**config.mk**
```make
export PLATFORM = sky130hd
export DESIGN_NAME = awsf1_pcim_rd_arb
export DESIGN_NICKNAME = d
export VERILOG_FILES = /design/src/rtl/awsf1_pcim_rd_arb.sv
export SDC_FILE = /design/constraint.sdc
export NUM_CORES = 1
export LEC_CHECK = 0
export ABC_AREA = 1
export CAP_MARGIN = 10
export CORE_AREA = 3 3 563 565
export CTS_CLUSTER_SIZE = 20
export DETAILED_ROUTE_END_ITERATION = 6
export DIE_AREA = 0 0 566 568
export SLEW_MARGIN = 10
export SYNTH_ARGS = -nofsm -noshare
export SYNTH_HDL_FRONTEND = slang
export SYNTH_SLANG_ARGS = --single-unit
```
**constraint.sdc**
```tcl
create_clock -name clk_main_a0 -period 4.7 [get_ports clk_main_a0]
set_input_delay 0.47 -clock clk_main_a0 [delete_from_list [all_inputs] [get_ports clk_main_a0]]
set_output_delay 0.47 -clock clk_main_a0 [all_outputs]
set_load 0.01 [all_outputs]
```
**src/rtl/awsf1_pcim_rd_arb.sv**
```systemverilog
`default_nettype none
// ============================================================================
// Module   : awsf1_pcim_rd_arb
// Brief    : Round-robin arbiter sharing the PCIM AXI4 read master among
//            NUM_REQ DMA read engines. Optional counters: PCIM_RD_ARB_PERF_EN.
// Revision : 1.0 - initial release
// ============================================================================
module awsf1_pcim_rd_arb #(
    parameter int NUM_REQ   = 4,
    parameter int MAX_OUTST = 8,
    parameter int ADDR_W    = 64,
    parameter int DATA_W    = 512,
    parameter int ID_W      = 16
) (
    input  logic                      clk_main_a0,
    input  logic                      rst_main_n,
    input  logic [NUM_REQ-1:0]        req_arvalid,
    input  logic [NUM_REQ*ADDR_W-1:0] req_araddr,
    input  logic [NUM_REQ*8-1:0]      req_arlen,
    output logic [NUM_REQ-1:0]        req_arready,
    output logic [NUM_REQ-1:0]        req_rvalid,
    output logic [DATA_W-1:0]         req_rdata,
    output logic [1:0]                req_rresp,
    output logic                      req_rlast,
    input  logic [NUM_REQ-1:0]        req_rready,
    output logic                      pcim_arvalid,
    output logic [ADDR_W-1:0]         pcim_araddr,
    output logic [ID_W-1:0]           pcim_arid,
    output logic [7:0]                pcim_arlen,
    output logic [2:0]                pcim_arsize,
    input  logic                      pcim_arready,
    input  logic                      pcim_rvalid,
    input  logic [DATA_W-1:0]         pcim_rdata,
    input  logic [ID_W-1:0]           pcim_rid,
    input  logic [1:0]                pcim_rresp,
    input  logic                      pcim_rlast,
    output logic                      pcim_rready,
    output logic                      rid_err
`ifdef PCIM_RD_ARB_PERF_EN
    ,
    input  logic                      perf_clr,
    output logic [31:0]               perf_grant_cnt,
    output logic [31:0]               perf_stall_cnt
`endif
);

    localparam int              IDX_W       = (NUM_REQ > 1) ? $clog2(NUM_REQ) : 1;
    localparam int              CW          = $clog2(MAX_OUTST + 1);
    localparam logic [IDX_W:0]  NUM_REQ_V   = (IDX_W+1)'(NUM_REQ);
    localparam logic [CW-1:0]   MAX_OUTST_V = CW'(MAX_OUTST);
    localparam logic [IDX_W-1:0] LAST_RST   = IDX_W'(NUM_REQ - 1);

    typedef enum logic [0:0] {
        S_IDLE  = 1'b0,
        S_ISSUE = 1'b1
    } state_t;

    state_t             state;
    logic [IDX_W-1:0]   last;
    logic [CW-1:0]      outst [NUM_REQ];
    logic [NUM_REQ-1:0] eligible;
    logic [NUM_REQ-1:0] cnt_inc;
    logic [NUM_REQ-1:0] cnt_dec;
    logic               grant_found;
    logic               grant_fire;
    logic [IDX_W-1:0]   grant_idx;
    logic [IDX_W:0]     cand;
    logic [ADDR_W-1:0]  sel_addr;
    logic [7:0]         sel_len;
    logic [IDX_W-1:0]   r_idx;
    logic               r_idx_ok;
    logic               cmpl;
    logic               unused_rid_hi;

    genvar gi;
    generate
        for (gi = 0; gi < NUM_REQ; gi++) begin : g_req
            assign eligible[gi] = req_arvalid[gi] && (outst[gi] < MAX_OUTST_V);
            assign cnt_inc[gi]  = grant_fire && (grant_idx == IDX_W'(gi));
            assign cnt_dec[gi]  = cmpl && (r_idx == IDX_W'(gi)) && (outst[gi] != '0);
        end
    endgenerate

    // Search starts just after the last requester that completed an AR handshake.
    always_comb begin
        grant_found = 1'b0;
        grant_idx   = '0;
        cand        = '0;
        for (int k = 1; k <= NUM_REQ; k++) begin
            cand = {1'b0, last} + (IDX_W+1)'(k);
            if (cand >= NUM_REQ_V) cand = cand - NUM_REQ_V;
            if (!grant_found && eligible[cand[IDX_W-1:0]]) begin
                grant_found = 1'b1;
                grant_idx   = cand[IDX_W-1:0];
            end
        end
    end

    always_comb begin
        sel_addr = '0;
        sel_len  = '0;
        for (int i = 0; i < NUM_REQ; i++) begin
            if (grant_idx == IDX_W'(i)) begin
                sel_addr = req_araddr[i*ADDR_W +: ADDR_W];
                sel_len  = req_arlen[i*8 +: 8];
            end
        end
    end

    // The accept pulse is combinational, so it is gated off while reset is held.
    assign grant_fire  = (state == S_IDLE) && grant_found && rst_main_n;
    assign req_arready = grant_fire ? (NUM_REQ'(1) << grant_idx) : '0;
    assign pcim_arsize = 3'b110;

    always_ff @(posedge clk_main_a0 or negedge rst_main_n) begin
        if (!rst_main_n) begin
            state        <= S_IDLE;
            last         <= LAST_RST;
            pcim_arvalid <= 1'b0;
            pcim_araddr  <= '0;
            pcim_arid    <= '0;
            pcim_arlen   <= '0;
            rid_err      <= 1'b0;
        end else begin
            if (pcim_rvalid && !r_idx_ok) rid_err <= 1'b1;
            case (state)
                S_IDLE: begin
                    if (grant_found) begin
                        pcim_araddr  <= sel_addr;
                        pcim_arlen   <= sel_len;
                        pcim_arid    <= {{(ID_W-IDX_W){1'b0}}, grant_idx};
                        pcim_arvalid <= 1'b1;
                        state        <= S_ISSUE;
                    end
                end
                S_ISSUE: begin
                    if (pcim_arready) begin
                        pcim_arvalid <= 1'b0;
                        last         <= pcim_arid[IDX_W-1:0];
                        state        <= S_IDLE;
                    end
                end
                default: state <= S_IDLE;
            endcase
        end
    end

    always_ff @(posedge clk_main_a0 or negedge rst_main_n) begin
        if (!rst_main_n) begin
            for (int i = 0; i < NUM_REQ; i++) outst[i] <= '0;
        end else begin
            for (int i = 0; i < NUM_REQ; i++) begin
                if (cnt_inc[i] && !cnt_dec[i])      outst[i] <= outst[i] + 1'b1;
                else if (cnt_dec[i] && !cnt_inc[i]) outst[i] <= outst[i] - 1'b1;
            end
        end
    end

    // Only the low RID bits select a requester; beats for absent indices are sunk.
    assign r_idx         = pcim_rid[IDX_W-1:0];
    assign r_idx_ok      = ({1'b0, r_idx} < NUM_REQ_V);
    assign req_rvalid    = (r_idx_ok && pcim_rvalid) ? (NUM_REQ'(1) << r_idx) : '0;
    assign pcim_rready   = r_idx_ok ? req_rready[r_idx] : 1'b1;
    assign req_rdata     = pcim_rdata;
    assign req_rresp     = pcim_rresp;
    assign req_rlast     = pcim_rlast;
    assign cmpl          = pcim_rvalid && pcim_rready && pcim_rlast && r_idx_ok;
    assign unused_rid_hi = ^pcim_rid;

`ifdef PCIM_RD_ARB_PERF_EN
    always_ff @(posedge clk_main_a0 or negedge rst_main_n) begin
        if (!rst_main_n) begin
            perf_grant_cnt <= '0;
            perf_stall_cnt <= '0;
        end else if (perf_clr) begin
            perf_grant_cnt <= '0;
            perf_stall_cnt <= '0;
        end else begin
            if (pcim_arvalid && pcim_arready && (perf_grant_cnt != 32'hFFFF_FFFF))
                perf_grant_cnt <= perf_grant_cnt + 32'd1;
            if (pcim_arvalid && !pcim_arready && (perf_stall_cnt != 32'hFFFF_FFFF))
                perf_stall_cnt <= perf_stall_cnt + 32'd1;
        end
    end
`endif

endmodule
`default_nettype wire
```
==> impl_metrics.ini <==
[setup_path]
critical_path_peak_fanout = 58
critPathKind = register to primary output
critPathLaunchType = register
crit_path_end_kind = primary output
worstPathArrival_ps = 3430
crit_required_ps = 4230

[logic_synthesis]
async_flop_share = 1.00
synthTopCellsByArea = buf_4 38%, dfrtp_1 22%, nand2_1 12%
synth_flop_cell = dfrtp_1
postSynthCellCount = 1467
ys_types = 35
ys_seq_area_frac = 0.222
synth_top_area_share = 0.378
netlist_area_sq_mm = 0.0106
syn_area_per_cell_sq_um = 7.24
ys_ff_latch = 94
synth_edf_count = 0
synth_area_leader_cell = buf_4
synth_warnings = 0

[drt]
wirelength_mm = 218
drcViolationCount = 0
vias_per_cell = 1.78
detail-route-antenna-nets = 0
vias = 9763
first_pass_iters = 4
drtIter0Drc = 453
wl_per_cell_um = 39.8

[timing]
tns_ps = 0
fin_ws_ps = 797
rsz0062_at_grt = no
period_needed_ps = 3900
slew_headroom = 0.420
fmax_mhz = 256
finalCritPeriodShare = 0.830
hold_violations = 0
worst_pin_slew_ps = 871
slew_violations = 0
finalSetupViolCount = 0
skew_ps = 13.2
hold_slack_ps = 483

[run]
cap_viol_max_count = 0

[die]
fp-row-count = 205
io_pins = 1448
coreArea_sq_mm = 0.312
fp.dieArea_sq_mm = 0.321
die_w_um = 566
die-height_um = 568
initial_core_util = 0.0341

[place]
gp_congestion = 0.843
io_buffer_count = 387
hpwlAfterDp_mm = 206
dp_worst_setup_slack_ps = 676
dp_cells = 5419

[clock_network]
cts.htree.levels = 3
clock_latency_ps = 410
cts-buffers-inserted = 9
clk_pin_slew_worst_paths_ps = 90
cts_resized = 0
cts_tree = done
hold_buffers = 1
cts_root_buf = clkbuf_16
clockBufferDepth = 2
cts_sinks = 94
post-cts-setup-buffer-count = 0

[min_path]
hold_class = register to register

[global_routing]
antenna_found_initial = 64
first_global_vias = 9447
track_usage = 0.131
overflow = 0
grt_pass1_wl_mm = 241
grt_max_degree = 93

[cells_and_area]
area_growth_pct = 50.0
final_cell_mix = 383 x clkdlybuf4s50_1, 342 x nand2_1, 162 x nand3_1
regArea_sq_mm = 0.00235
final.fill_count = 37100
drive_gt1_frac = 0.0486
fin_nets = 2138
layout.cells.non_filler = 5474
multi_input_area_sq_mm = 0.00382
final_common_cell = clkdlybuf4s50_1

[power]
ir_drop_v = 0.000627
power.total_w = 0.0109
swShare = 0.658
leakagePower_nw = 4.75
clkPwrFrac = 0.079
seq_power_share = 0.137
switchingPower_w = 0.00720
p_int_w = 0.00374
p_per_area_mw_per_mm2 = 687
combPwrFrac = 0.784

[run_status]
outcome = finished, final reports clean
## worst paths after layout
kind                                  from              end  slack (ps)  cells after the start
setup reg to reg                   last[0]         outst[7]         860                     19
hold / removal             pcim_araddr[59]  pcim_araddr[59]         480                      2
min in group asynchronous       rst_main_n   pcim_araddr[3]         530                      2
setup / recovery                   last[0]   req_arready[3]         800                     11
hold reg to reg            pcim_araddr[59]  pcim_araddr[59]         480                      2
max in group asynchronous       rst_main_n  pcim_araddr[10]        2700                      4
## synth_stat cells, types with 4 or more instances
cell,number
a21o_1,4
a21oi_1,8
buf_1,5
buf_2,36
buf_4,535
buf_6,14
clkbuf_1,21
dfrtp_1,92
fa_1,4
ha_1,12
inv_1,16
inv_2,6
mux2_2,4
nand2_1,342
nand3_1,162
nand4_1,145
nor2_1,17
nor3_1,7
o21ai_0,7
xnor2_1,8
xor2_1,4
## registers in the layout (all words and copies together) (netlist names)
| register | cells |
|---|---|
| pcim_arvalid | 1 |
| pcim_arid | 2 |
| pcim_arlen | 8 |
| state | 1 |
| outst | 16 |
| last | 2 |
| pcim_araddr | 64 |
## per-layer routing
metal	part of all wire	GRT usage
met5	0.0012	0.00550
met4	0.045	0.0541
met3	0.37	0.225
met1	0.17	0.0621
met2	0.42	0.193
## cell type report
cell class              count  share of cell area
well taps                4140               0.325
repair buffers            408               0.258
multi-input cells         756               0.240
flip-flops and latches     94               0.148
clock buffers               9              0.0141
diodes                     38             0.00597
inverters                  22             0.00550
clock inverters             7             0.00424
## cells by family (layout without fill, tap and decap cells)
group,count (synthesis),in the layout,synth area share
AND/OR/NAND/NOR,683,683,0.302
buffers and inverters,633,446,0.427
flip-flops,94,94,0.222
AO/OA/AOI/OAI,23,23,0.0126
adder cells (fa/ha/maj),16,16,0.0217
XOR/XNOR,12,12,0.00990
multiplexers,4,4,0.00424
other,2,56,0.000707
## critical path, stage by stage (launching register included)
cell and delay, ps:
dfstp_2 690, inv_2 120, nand3_1 110, nand2_1 100
nand2_1 100, nand2_2 80, nor2_4 150, nand4_4 130
nand2_8 330, nand2_1 90, nor2_1 250, clkdlybuf4s50_1 840
## power by group through the flow
stage | Combinational [W] | Clock, W | Sequential [W]
finish | 0.00858 | 0.000863 | 0.00150
global route | 0.00956 | 0.000961 | 0.00157
CTS | 0.00916 | 0.000948 | 0.00151
detailed placement | 0.00913 | 0 | 0.00152
global placement | 0.00911 | 0 | 0.00151
floorplan | 0.00420 | 0 | 0.00161
## metrics by stage
step           cell area, sq um  utilization
6_report                  15900       0.0511
5_1_grt                   15900       0.0509
4_1_cts                   15800       0.0508
3_5_place_dp              15500       0.0498
3_3_place_gp              15500       0.0498
2_1_floorplan             10700            -
Power figures use the tool's default switching activity.
